--- src/rtl/qdense_seq_pkg.sv ---
// qdense_seq shared types and helpers.
// Holds the FSM state encoding and the elaboration-time size helpers.
package qdense_seq_pkg;

  typedef enum logic {
    ACC = 1'b0,
    OUT = 1'b1
  } state_t;

  function automatic int cdiv(
    input int a,
    input int d
  );
    return (a + d - 1) / d;
  endfunction

  function automatic int clog2_min1(
    input int n
  );
    return (n > 1) ? $clog2(n) : 1;
  endfunction

endpackage

--- src/rtl/qdense_seq_add.sv ---
// Signed N-input adder used as the per-output term reduction.
// Each BI-bit input is sign-extended to BO bits before summing.
module add #(
  parameter int N  = 2,
  parameter int BI = 8,
  parameter int BO = BI + $clog2(N + 1)
) (
  input  logic [N-1:0][BI-1:0] a,
  output logic [BO-1:0]        s
);

  // sign-extend every operand and reduce
  always_comb begin
    s = '0;
    for (int i = 0; i < N; i++) begin
      s = s + BO'($signed(a[i]));
    end
  end

endmodule

--- src/rtl/qdense_seq.sv ---
// Time-multiplexed quantized dense layer: y = b + x*k, P inputs per beat.
// Accumulates over BEATS handshakes, then presents one registered vector.
module qdense_seq
  import qdense_seq_pkg::*;
#(
  parameter int YD = 8,
  parameter int XD = 8,
  parameter int XB = 8,
  parameter int KB = 8,
  parameter int P  = 2,
  localparam int MB    = XB + KB,
  localparam int YB    = MB + $clog2(XD + 1),
  localparam int BEATS = cdiv(XD, P),
  localparam int CB    = clog2_min1(BEATS)
) (
  input  logic                        clk,
  input  logic                        rstn,
  input  logic [XD-1:0][YD-1:0][KB-1:0] k,
  input  logic [YD-1:0][KB-1:0]       b,
  input  logic                        cfg_relu,
  input  logic                        s_valid,
  output logic                        s_ready,
  input  logic [P-1:0][XB-1:0]        s_x,
  output logic                        m_valid,
  input  logic                        m_ready,
  output logic [YD-1:0][YB-1:0]       m_y
);

  state_t                         state;
  logic [CB-1:0]                  cnt;
  logic [YD-1:0][YB-1:0]          acc;

  logic                           beat0;
  logic                           last;
  logic [BEATS*P-1:0][YD-1:0][KB-1:0] kp;
  logic [P-1:0][YD-1:0][KB-1:0]   ksel;
  logic [YD-1:0][P:0][MB-1:0]     ain;
  logic [YD-1:0][YB-1:0]          tsum;
  logic [YD-1:0][YB-1:0]          nxt;
  logic [YD-1:0][YB-1:0]          yo;

  assign s_ready = (state == ACC);
  assign beat0   = (cnt == '0);
  assign last    = (cnt == CB'(BEATS - 1));

  // zero-pad weights so the last beat's spare lanes multiply by 0
  always_comb begin
    kp = '0;
    for (int r = 0; r < XD; r++) begin
      kp[r] = k[r];
    end
  end

  // select the weight rows belonging to the current beat
  always_comb begin
    ksel = '0;
    for (int bb = 0; bb < BEATS; bb++) begin
      if (cnt == CB'(bb)) begin
        for (int p = 0; p < P; p++) begin
          ksel[p] = kp[bb*P + p];
        end
      end
    end
  end

  // lane products plus bias lane (bias only on beat 0)
  always_comb begin
    ain = '0;
    for (int yn = 0; yn < YD; yn++) begin
      for (int p = 0; p < P; p++) begin
        ain[yn][p] = MB'($signed(s_x[p]))
                   * MB'($signed(ksel[p][yn]));
      end
      ain[yn][P] = beat0 ? MB'($signed(b[yn])) : '0;
    end
  end

  for (genvar yn = 0; yn < YD; yn++) begin : g_add
    add #(
      .N (P + 1),
      .BI(MB),
      .BO(YB)
    ) u_add (
      .a(ain[yn]),
      .s(tsum[yn])
    );
  end

  // fold the running accumulator in and apply optional ReLU
  always_comb begin
    nxt = '0;
    yo  = '0;
    for (int yn = 0; yn < YD; yn++) begin
      nxt[yn] = beat0 ? tsum[yn] : tsum[yn] + acc[yn];
      yo[yn]  = (cfg_relu && nxt[yn][YB-1]) ? '0 : nxt[yn];
    end
  end

  // beat counting, accumulation and output handshake FSM
  always_ff @(posedge clk or negedge rstn) begin
    if (!rstn) begin
      state   <= ACC;
      cnt     <= '0;
      acc     <= '0;
      m_valid <= 1'b0;
      m_y     <= '0;
    end else begin
      unique case (state)
        ACC: begin
          if (s_valid) begin
            acc <= nxt;
            if (last) begin
              m_y     <= yo;
              m_valid <= 1'b1;
              cnt     <= '0;
              state   <= OUT;
            end else begin
              cnt <= cnt + CB'(1);
            end
          end
        end
        OUT: begin
          if (m_ready) begin
            m_valid <= 1'b0;
            state   <= ACC;
          end
        end
        default: state <= ACC;
      endcase
    end
  end

endmodule

--- config.mk ---
export PLATFORM = sky130hd
export DESIGN_NAME = qdense_seq
export DESIGN_NICKNAME = d
export VERILOG_FILES = /design/src/rtl/qdense_seq_pkg.sv /design/src/rtl/qdense_seq_add.sv /design/src/rtl/qdense_seq.sv
export SDC_FILE = /design/constraint.sdc
export NUM_CORES = 2
export LEC_CHECK = 0
export CAP_MARGIN = 20
export CORE_AREA = 4 4 464 466
export CTS_CLUSTER_SIZE = 12
export DETAILED_ROUTE_END_ITERATION = 10
export DIE_AREA = 0 0 468 470
export PLACE_DENSITY_LB_ADDON = 0.1
export SLEW_MARGIN = 10
export SYNTH_ARGS = -nofsm -noshare
export SYNTH_HDL_FRONTEND = slang
export SYNTH_SLANG_ARGS = --single-unit
--- constraint.sdc ---
create_clock -name clk -period 10.4 [get_ports clk]
set_input_delay 1.56 -clock clk [delete_from_list [all_inputs] [get_ports clk]]
set_output_delay 1.56 -clock clk [all_outputs]
set_load 0.005 [all_outputs]
==> out/results.ini <==
[run_status]
status = completed

[yosys]
avgSynthCellArea_um2 = 8.56
synthCells = 8582
synth-seq-cells = 324
ys_async_sr_fraction_pct = 100
ys_top_cells_by_count = inv_1 (1480), fa_1 (1160), nor2_1 (751)
ys_top_cells_by_area = fa_1 (32%), ha_1 (12%), dfrtp_1 (11%), inv_1 (7.6%), nor2b_1 (4.2%)
synth_cell_types = 79
yosysWarnings = 0
seq_area_frac_synth_pct = 11.0
synth_area_leader_cell = fa_1
syn_nets = 11100
yosysMostFrequentCell = inv_1
synth_edf_count = 0
synth_area_um2 = 73400
ys.flop_type = dfrtp_1
synth_top_area_share_pct = 31.6

[global_route]
grt_max_degree = 169
overflow = 0
grtUsageTotal_pct = 26.2
grt_pass1_vias = 69500
antenna_found_initial = 38
grt_pass1_wl_um = 438000

[cells_and_area]
syn2layout_area_growth_pct = 37.3
final_net_count = 13200
drive_above_1_share_pct = 20.7

[floorplanning]
die-area_um2 = 220000
num_io_pins = 759
core_um2 = 211000
dieHeight_um = 470
num_rows = 169
start_util_pct = 34.8
die_w_um = 468

[drt]
dr.pass1.iters = 5
ant_nets = 0
drc = 0
vias = 66600
drtIter0Drc = 3405
routedWlPerCell_um = 21.6
avgViaCountPerCell = 4.91
finalWirelength_um = 293000

[critical_path]
reg2regPathDepth = 46
cp-end-kind = flip-flop
cpMostUsedCell = fa_1
path_class = primary input to flip-flop
crit_required_ns = 10.95
max_stage_delay_ns = 0.55
cp.arrival_ns = 10.92
critPathLaunchType = primary input
cp_max_fo = 18
worst_path_max_delay_cell = fa_1

[timing]
finalHoldViolCount = 0
fin_crit_sh_pct = 99.7
rsz0062_at_grt = true
setup_viol = 0
worstMarginPinSlew_ns = 1.24
whs_ns = 0.480
finClkSkew_ns = 0.0457
tns_ns = 0
final_max_slew_viol_count = 0
fmax_ghz = 0.0964
fin_crit_ns = 10.37
relSlewSlack_pct = 17.3

[clocking]
htree_num_levels = 2
root_buffer = clkbuf_16
cts_tree = yes
cts_buffers = 42
clkTransAtPathRegs_ns = 0.06
cts_buffer_depth = 3
cts_hold_buffers = 0
cts_sinks = 324
clk_latency_ns = 0.65

[place]
dp_hpwl_um = 251000
io_buffers = 758
place.gp.congestion = 0.940

[worst_hold_path]
hold_class = flip-flop to flip-flop
whs_path_depth = 2

[flow_run]
cap_violations = 0

==> final timing paths <==
kind | from | to | slack [ns]
max | k[71] | m_y[13] | 0.03
min | m_y[91] | m_y[91] | 0.48
max reg2reg | cnt[0] | m_y[109] | 0.06
min reg2reg | m_y[91] | m_y[91] | 0.48
max in group asynchronous | rstn | acc[3] | 7.55
min in group asynchronous | rstn | m_valid | 0.92
==> flip-flops by register name, summed over array words and instances, names as in the netlist <==
| signal | flops |
|---|---|
| m_valid | 1 |
| state | 1 |
| acc | 160 |
| m_y | 160 |
| cnt | 2 |
==> cells by family after synthesis <==
| kind of cell | after synthesis | synth area share (%) |
|---|---|---|
| AO/OA/AOI/OAI | 1594 | 13.5 |
| XOR/XNOR | 402 | 4.79 |
| adder cells (fa/ha/maj) | 1884 | 44.0 |
| buffers and inverters | 1809 | 9.29 |
| flip-flops | 324 | 11.0 |
| multiplexers | 59 | 0.825 |
| AND/OR/NAND/NOR | 2510 | 16.6 |
==> cell type report <==
cell class	instances	area, um^2
fillers	20500	110000
inverters	1480	5560
clock buffers	54	1190
flip-flops and latches	324	8110
clock inverters	22	333
multi-input cells	6449	61100
diodes	9	22.5
well taps	2821	3530
repair buffers	2389	21000
==> worst max-delay path, delay by kind of cell <==
kind,cells,cell delay [ns]
AND/OR/NAND/NOR,11,1.37
buffers and inverters,10,1.75
XOR/XNOR,1,0.22
adder cells (fa/ha/maj),9,3.81
AO/OA/AOI/OAI,11,2.15
==> repair_timing <==
action,4_1_cts,5_1_grt
cloned,0,5
resized for setup,219,370
hold endpoints to repair,0,0
setup endpoints to repair,175,199
setup buffers,21,23
pin swaps,75,186
==> routing by layer <==
layer	vias up	GRT usage (%)	wire length (um)	share of wire [%]
li1	31600	-	-	-
met1	33300	34.8	126000	43
met2	1410	45.4	144000	49
met3	287	2.72	13400	4.6
met4	16	7.12	9960	3.4
met5	-	0	98	0.033
==> cells in the final DEF, fill, tap and decap left out, drive strengths merged, types with 14 or more instances in the layout <==
| cell type | Yosys | layout |
|---|---|---|
| a22oi | 122 | 122 |
| clkdlybuf4s50 | 0 | 715 |
| a221oi | 19 | 19 |
| or4 | 16 | 16 |
| o211ai | 25 | 25 |
| and2 | 257 | 257 |
| a21oi | 523 | 523 |
| o2111ai | 14 | 14 |
| or2 | 36 | 36 |
| clkbuf | 285 | 58 |
| dfrtp | 324 | 324 |
| nor2b | 498 | 498 |
| fa | 1160 | 1160 |
| nand2b | 129 | 129 |
| ha | 724 | 724 |
| buf | 44 | 1644 |
| o41ai | 14 | 14 |
| a211oi | 133 | 133 |
| dlymetal6s2s | 0 | 16 |
| o31ai | 34 | 34 |
| xor2 | 100 | 100 |
| o21bai | 41 | 41 |
| nor2 | 757 | 757 |
| o21ai | 381 | 381 |
| and3 | 36 | 36 |
| or3 | 23 | 23 |
| xnor2 | 302 | 302 |
| inv | 1480 | 1485 |
| o31a | 14 | 14 |
| a21o | 88 | 88 |
| a31oi | 37 | 37 |
| nand2 | 610 | 610 |
| nand3 | 44 | 44 |
| o21a | 71 | 71 |
| nor3 | 67 | 67 |
| mux2i | 47 | 47 |
==> metrics by stage <==
| stage | setup WS, ns | util (%) | instance area, um^2 | std cells |
|---|---|---|---|---|
| after floorplan | 0.0387 | - | 73400 | 8582 |
| after global placement | -1.58 | 45.5 | 96200 | 13400 |
| after detailed placement | -1.75 | 45.5 | 96200 | 13400 |
| after CTS | -0.00416 | 46.7 | 98700 | 13500 |
| after global routing | -0.288 | 47.7 | 101000 | 13500 |
| final | 0.0283 | 47.7 | 101000 | 13500 |
Power is left out: the tool's default activity adds up to more than one toggle a clock period on the data nets, which glitch-free logic cannot reach.
